## config.mk

```make
export PLATFORM = sky130hd
export DESIGN_NAME = cnna_udiv_seq_35ns_13ns_22_flat
export DESIGN_NICKNAME = d
export VERILOG_FILES = /design/src/rtl/cnna_udiv_seq_35ns_13ns_22_pkg.sv /design/src/rtl/cnna_udiv_seq_35ns_13ns_22_if.sv /design/src/rtl/cnna_udiv_seq_35ns_13ns_22_step.sv /design/src/rtl/cnna_udiv_seq_35ns_13ns_22.sv /design/src/flat_wrapper.sv
export SDC_FILE = /design/constraint.sdc
export NUM_CORES = 1
export LEC_CHECK = 0
export ABC_AREA = 0
export BUFFER_PORTS_ARGS = -buffer_cell sky130_fd_sc_hd__buf_4
export CORE_MARGIN = 2
export CORE_UTILIZATION = 30
export DETAILED_ROUTE_END_ITERATION = 10
export GPL_ROUTABILITY_DRIVEN = 1
export PLACE_DENSITY = 0.48
export SYNTH_ARGS = -nofsm -noshare
export SYNTH_HDL_FRONTEND = slang
export SYNTH_SLANG_ARGS = --single-unit
```

## constraint.sdc

```tcl
create_clock -name ap_clk -period 3.1 [get_ports ap_clk]
set_input_delay 0.62 -clock ap_clk [delete_from_list [all_inputs] [get_ports ap_clk]]
set_output_delay 0.62 -clock ap_clk [all_outputs]
set_load 0.01 [all_outputs]
```

## src/rtl/cnna_udiv_seq_35ns_13ns_22_pkg.sv

```systemverilog
// rtl/cnna_udiv_seq_35ns_13ns_22_pkg.sv - shared widths, saturation value and FSM states for the divider
package cnna_div_pkg;
  localparam int DIVIDEND_W = 35;
  localparam int DIVISOR_W  = 13;
  localparam int QUOT_W     = 22;
  localparam int CNT_W      = 5;
  localparam logic [QUOT_W-1:0] QUOT_SAT = 22'h3FFFFF;

  typedef enum logic [1:0] {
    IDLE = 2'd0,
    RUN  = 2'd1,
    DONE = 2'd2
  } state_t;
endpackage

```

## src/rtl/cnna_udiv_seq_35ns_13ns_22_if.sv

```systemverilog
// rtl/cnna_udiv_seq_35ns_13ns_22_if.sv - request/result bundle between the CNN datapath and the divider
interface cnna_udiv_seq_35ns_13ns_22_if;
  import cnna_div_pkg::*;

  logic                  ce;
  logic                  start;
  logic [DIVIDEND_W-1:0] din0;
  logic [DIVISOR_W-1:0]  din1;
  logic                  busy;
  logic                  done;
  logic [QUOT_W-1:0]     quotient;
  logic [DIVISOR_W-1:0]  remainder;
  logic                  overflow;
  logic                  div_by_zero;

  modport master (
    output ce, start, din0, din1,
    input  busy, done, quotient, remainder, overflow, div_by_zero
  );

  modport slave (
    input  ce, start, din0, din1,
    output busy, done, quotient, remainder, overflow, div_by_zero
  );
endinterface

```

## src/rtl/cnna_udiv_seq_35ns_13ns_22_step.sv

```systemverilog
// rtl/cnna_udiv_seq_35ns_13ns_22_step.sv - one restoring-division iteration: shift in a dividend bit, trial-subtract
module cnna_udiv_step
  import cnna_div_pkg::*;
(
  input  logic [DIVISOR_W-1:0] i_r,
  input  logic                 i_q_msb,
  input  logic [DIVISOR_W-1:0] i_d,
  output logic [DIVISOR_W-1:0] o_r_next,
  output logic                 o_qbit
);
  logic [DIVISOR_W:0] w_shift;
  logic [DIVISOR_W:0] w_trial;

  assign w_shift  = {i_r, i_q_msb};
  assign w_trial  = w_shift - {1'b0, i_d};
  // A clear sign bit means the divisor fits; otherwise keep the shifted partial remainder.
  assign o_qbit   = ~w_trial[DIVISOR_W];
  assign o_r_next = o_qbit ? w_trial[DIVISOR_W-1:0] : w_shift[DIVISOR_W-1:0];
endmodule

```

## src/rtl/cnna_udiv_seq_35ns_13ns_22.sv

```systemverilog
// rtl/cnna_udiv_seq_35ns_13ns_22.sv - radix-2 restoring 35/13 divider, 22-bit quotient, fixed 23-cycle latency
module cnna_udiv_seq_35ns_13ns_22
  import cnna_div_pkg::*;
#(
  parameter int ID         = 1,
  parameter int din0_WIDTH = 35,
  parameter int din1_WIDTH = 13,
  parameter int dout_WIDTH = 22
) (
  input logic                         ap_clk,
  input logic                         ap_rst_n,
  cnna_udiv_seq_35ns_13ns_22_if.slave bus
);
  localparam logic [CNT_W-1:0] CNT_LAST = CNT_W'(QUOT_W);

  generate
    if (din0_WIDTH != DIVIDEND_W || din1_WIDTH != DIVISOR_W || dout_WIDTH != QUOT_W || ID < 0) begin : g_bad_param
      $error("cnna_udiv_seq_35ns_13ns_22: unsupported parameter set");
    end
  endgenerate

  state_t                r_state;
  state_t                w_state_nxt;
  logic [CNT_W-1:0]      r_cnt;
  // Partial remainder stays below the divisor whenever the result is not saturated, so 13 bits suffice.
  logic [DIVISOR_W-1:0]  r_r;
  logic [QUOT_W-1:0]     r_q;
  logic [DIVISOR_W-1:0]  r_d;
  logic                  r_ovf;
  logic                  r_dz;
  logic [QUOT_W-1:0]     r_quotient;
  logic [DIVISOR_W-1:0]  r_remainder;
  logic                  r_overflow;
  logic                  r_div_by_zero;
  logic                  w_accept;
  logic [DIVISOR_W-1:0]  w_r_nxt;
  logic                  w_qbit;

  assign w_accept = bus.ce && bus.start && (r_state != RUN);

  cnna_udiv_step u_step (
    .i_r      (r_r),
    .i_q_msb  (r_q[QUOT_W-1]),
    .i_d      (r_d),
    .o_r_next (w_r_nxt),
    .o_qbit   (w_qbit)
  );

  always_ff @(posedge ap_clk or negedge ap_rst_n) begin
    if (!ap_rst_n) begin
      r_state <= IDLE;
    end else if (bus.ce) begin
      r_state <= w_state_nxt;
    end
  end

  always_comb begin
    w_state_nxt = r_state;
    case (r_state)
      IDLE:    if (w_accept) w_state_nxt = RUN;
      RUN:     if (r_cnt == CNT_LAST) w_state_nxt = DONE;
      DONE:    w_state_nxt = w_accept ? RUN : IDLE;
      default: w_state_nxt = IDLE;
    endcase
  end

  // RUN spends 22 cycles iterating and one more cycle publishing the result.
  always_ff @(posedge ap_clk or negedge ap_rst_n) begin
    if (!ap_rst_n) begin
      r_cnt         <= '0;
      r_r           <= '0;
      r_q           <= '0;
      r_d           <= '0;
      r_ovf         <= 1'b0;
      r_dz          <= 1'b0;
      r_quotient    <= '0;
      r_remainder   <= '0;
      r_overflow    <= 1'b0;
      r_div_by_zero <= 1'b0;
    end else if (bus.ce) begin
      if (w_accept) begin
        r_cnt <= '0;
        r_r   <= bus.din0[DIVIDEND_W-1:QUOT_W];
        r_q   <= bus.din0[QUOT_W-1:0];
        r_d   <= bus.din1;
        r_ovf <= (bus.din0[DIVIDEND_W-1:QUOT_W] >= bus.din1);
        r_dz  <= (bus.din1 == '0);
      end else if (r_state == RUN) begin
        if (r_cnt != CNT_LAST) begin
          r_r   <= w_r_nxt;
          r_q   <= {r_q[QUOT_W-2:0], w_qbit};
          r_cnt <= r_cnt + 1'b1;
        end else begin
          r_quotient    <= r_ovf ? QUOT_SAT : r_q;
          r_remainder   <= r_ovf ? '0 : r_r;
          r_overflow    <= r_ovf;
          r_div_by_zero <= r_dz;
        end
      end
    end
  end

  assign bus.busy        = (r_state == RUN);
  assign bus.done        = (r_state == DONE);
  assign bus.quotient    = r_quotient;
  assign bus.remainder   = r_remainder;
  assign bus.overflow    = r_overflow;
  assign bus.div_by_zero = r_div_by_zero;
endmodule

```

## src/flat_wrapper.sv

```systemverilog
// flat-port wrapper written by rule: the top's interface ports become plain ports
module cnna_udiv_seq_35ns_13ns_22_flat import cnna_div_pkg::*;
#(
  parameter int ID         = 1,
  parameter int din0_WIDTH = 35,
  parameter int din1_WIDTH = 13,
  parameter int dout_WIDTH = 22
)
  (ap_clk, ap_rst_n, bus_ce, bus_start, bus_din0, bus_din1, bus_busy, bus_done, bus_quotient, bus_remainder, bus_overflow, bus_div_by_zero);
  cnna_udiv_seq_35ns_13ns_22_if bus_i ();
  input logic ap_clk;
  input logic ap_rst_n;
  input wire logic [$bits(bus_i.ce)-1:0] bus_ce;
  input wire logic [$bits(bus_i.start)-1:0] bus_start;
  input wire logic [$bits(bus_i.din0)-1:0] bus_din0;
  input wire logic [$bits(bus_i.din1)-1:0] bus_din1;
  output wire logic [$bits(bus_i.busy)-1:0] bus_busy;
  output wire logic [$bits(bus_i.done)-1:0] bus_done;
  output wire logic [$bits(bus_i.quotient)-1:0] bus_quotient;
  output wire logic [$bits(bus_i.remainder)-1:0] bus_remainder;
  output wire logic [$bits(bus_i.overflow)-1:0] bus_overflow;
  output wire logic [$bits(bus_i.div_by_zero)-1:0] bus_div_by_zero;
  assign bus_i.ce = bus_ce;
  assign bus_i.start = bus_start;
  assign bus_i.din0 = bus_din0;
  assign bus_i.din1 = bus_din1;
  assign bus_busy = bus_i.busy;
  assign bus_done = bus_i.done;
  assign bus_quotient = bus_i.quotient;
  assign bus_remainder = bus_i.remainder;
  assign bus_overflow = bus_i.overflow;
  assign bus_div_by_zero = bus_i.div_by_zero;
  cnna_udiv_seq_35ns_13ns_22 #(.ID(ID), .din0_WIDTH(din0_WIDTH), .din1_WIDTH(din1_WIDTH), .dout_WIDTH(dout_WIDTH)) u_core (.ap_clk(ap_clk), .ap_rst_n(ap_rst_n), .bus(bus_i));
endmodule
```

==> metrics.cfg <==
[status]
status=completed

[sta]
drv_slew=0
rsz0062_at_grt=false
maxSlewHeadroom=0.430
finalClockSkew_ps=10.3
worstMarginPinSlew_ps=855
fmax_ghz=0.342
min_period_over_period=0.942
setup_tns_ps=0
finalWorstSetupSlack_ps=179
fin_crit_ps=2920
hold_ws_ps=280
hold_viol_final=0
final-setup-viol-count=0

[global_route]
overflow=0
grt_pass1_vias=4466
grt_max_degree=50
antenna_found_initial=0
grt.total_usage=0.169
grt_pass1_wl_mm=23.7

[power_and_ir_drop]
power_density_mw_per_mm2=1020
p_int_mw=3.76
pwr-share-seq=0.318
p_leak_nw=3.11
power_frac_clock=0.168
vdd_drop_max_uv=378
comb_power_share=0.514
netSwitchingFraction=0.416
p_switching_mw=2.67

[clocking]
cts_tree=done
cts_made_buffers=9
cts_resized=0
worstSkewPairLatency_ps=350
clock_sinks=94
cts_root_buf=clkbuf_16
cts-hold-fix-buffers=0
cts-htree-levels=3
path_clk_slew_ps=70
cts_max_path_buffers=2
post_cts_buffers=0

[floorplanning]
num_rows=47
start_util=0.307
fp.dieH_microns=134
ios=91
coreArea_sq_mm=0.0166
dieArea_sq_mm=0.0180
die_w_microns=134

[placed_design]
post-place-ws_ps=202
port_buffers=90
place_hpwl_mm=10.7
finalWeightedCongestion=0.853

[synth]
synth_edf_count=0
yosysSeqAreaShare=0.463
synth.area.top_cells=dfrtp_1 46%, nand2_1 11%, ha_1 6.9%
yosys_warnings=0
avgSynthCellArea_sq_um=8.55
syn_area_sq_mm=0.00508
yosysMostFrequentCell=nand2_1
synth.distinct_cells=51
synth.net_count=676
synth_top_cells_by_count=154 x nand2_1, 94 x dfrtp_1, 55 x o21ai_0
syn_inst=595
synthFlopType=dfrtp_1
ys_seq_elements=94
synth_top_cell_by_area=dfrtp_1
async_flop_share=1.00
synth_top_cell_area_share=0.463

[detailed_routing]
via_count=4491
first_pass_iters=5
wl_per_cell_microns=16.3
viasPerCell=5.00
drc=0
routed_wl_mm=14.6
drt-initial-drc-count=324
ant_nets=0

[finish]
drive_gt1_frac=0.193
antennaDiodeCount=0
post-route-util=0.379
layout.nets=754
areaGrowthSynthToFinish_pct=23.7

[critical_path]
end_kind=flop
start_kind=flop
critPathKind=reg -> reg
worstPathRequired_ps=3360
arrival_ps=3180
worstPathMaxFanout=10

[min_path]
min_path_type=in -> async

[flow_run]
cap_violations=0

[state kept, by name (all words and copies together), names as in the netlist]
name	flops
u_core.r_q	22
u_core.r_d	13
u_core.bus.div_by_zero	1
u_core.bus.quotient	22
u_core.r_ovf	1
u_core.r_r	13
u_core.r_dz	1
u_core.r_cnt	5
u_core.bus.remainder	13
u_core.bus.overflow	1
u_core.r_state	2
[final cells by class]
cell class	instances	area (sq um)
multi-input cells	434	2470
well taps	220	275
clock buffers	11	243
fillers	1767	10300
repair buffers	104	793
inverters	30	113
flip-flops and latches	94	2350
clock inverters	5	42.5
[final timing paths]
path / start / end / slack, ps / depth (start not counted)
worst max-delay path: u_core.r_d[1]$_DFFE_PN0P_ / u_core.r_r[1]$_DFFE_PN0P_ / 180 / 9
worst max register to register: u_core.r_d[1]$_DFFE_PN0P_ / u_core.r_r[1]$_DFFE_PN0P_ / 180 / 9
max in group asynchronous: ap_rst_n / u_core.r_q[0]$_DFFE_PN0P_ / 2130 / 2
worst min-delay path: ap_rst_n / u_core.r_r[6]$_DFFE_PN0P_ / 280 / 1
min in group ap_clk: u_core.bus.remainder[9]$_DFFE_PN0P_ / u_core.bus.remainder[9]$_DFFE_PN0P_ / 470 / 2
worst min register to register: u_core.bus.remainder[9]$_DFFE_PN0P_ / u_core.bus.remainder[9]$_DFFE_PN0P_ / 470 / 2
[stage by stage]
step	cell area, sq um	total power, mW	cells
4_1_cts	6290	6.47	898
6_report	6290	6.43	898
2_1_floorplan	5080	4.35	595
3_5_place_dp	6000	5.36	882
5_1_grt	6290	7.00	898
3_3_place_gp	6000	5.33	882
[logic make-up (layout without fill, tap and decap cells)]
group | count (synthesis) | after routing | synth area share
compound gates | 139 | 139 | 0.168
xor+xnor | 13 | 13 | 0.0239
fa+ha+maj | 29 | 29 | 0.0728
buf+inv | 67 | 150 | 0.0529
flops | 94 | 94 | 0.463
mux | 4 | 4 | 0.00812
simple gates | 249 | 249 | 0.212
[critical path: stages (launching register included)]
cell,delay [ps]
dfrtp_1,380
inv_1,70
ha_1,290
nor2b_1,140
o211ai_1,290
a31oi_1,170
a2111o_1,450
xnor2_2,470
mux2_2,400
o21ai_0,160
[power by group through the flow]
stage / Combinational [mW] / Clock (mW) / Sequential, mW
floorplan: 2.31 / 0 / 2.04
global placement: 3.29 / 0 / 2.04
detailed placement: 3.29 / 0 / 2.06
CTS: 3.31 / 1.11 / 2.04
global route: 3.72 / 1.16 / 2.12
finish: 3.31 / 1.08 / 2.05
[per-layer routing]
layer,share of wire,GRT usage,vias to the layer above
li1,-,-,2203
met2,0.45,0.265,108
met3,0.046,0.0257,20
met4,0.020,0.0602,0
met5,0,0,-
met1,0.48,0.237,2160
[cells in the final DEF (no fill, tap or decap), types with 4 or more instances in the layout]
cell,n
nand4_1,6
dfrtp_1,94
nor3_1,14
xnor2_1,6
a21oi_1,14
o31ai_1,7
nor2_1,39
nand3_1,4
o22ai_1,5
nand2_1,154
xor2_1,6
inv_1,30
ha_1,28
o21ai_0,55
nor2b_1,5
nand3b_1,13
a31oi_1,29
buf_4,103
clkbuf_16,9
No activity file was read; power rests on OpenSTA's default activity.
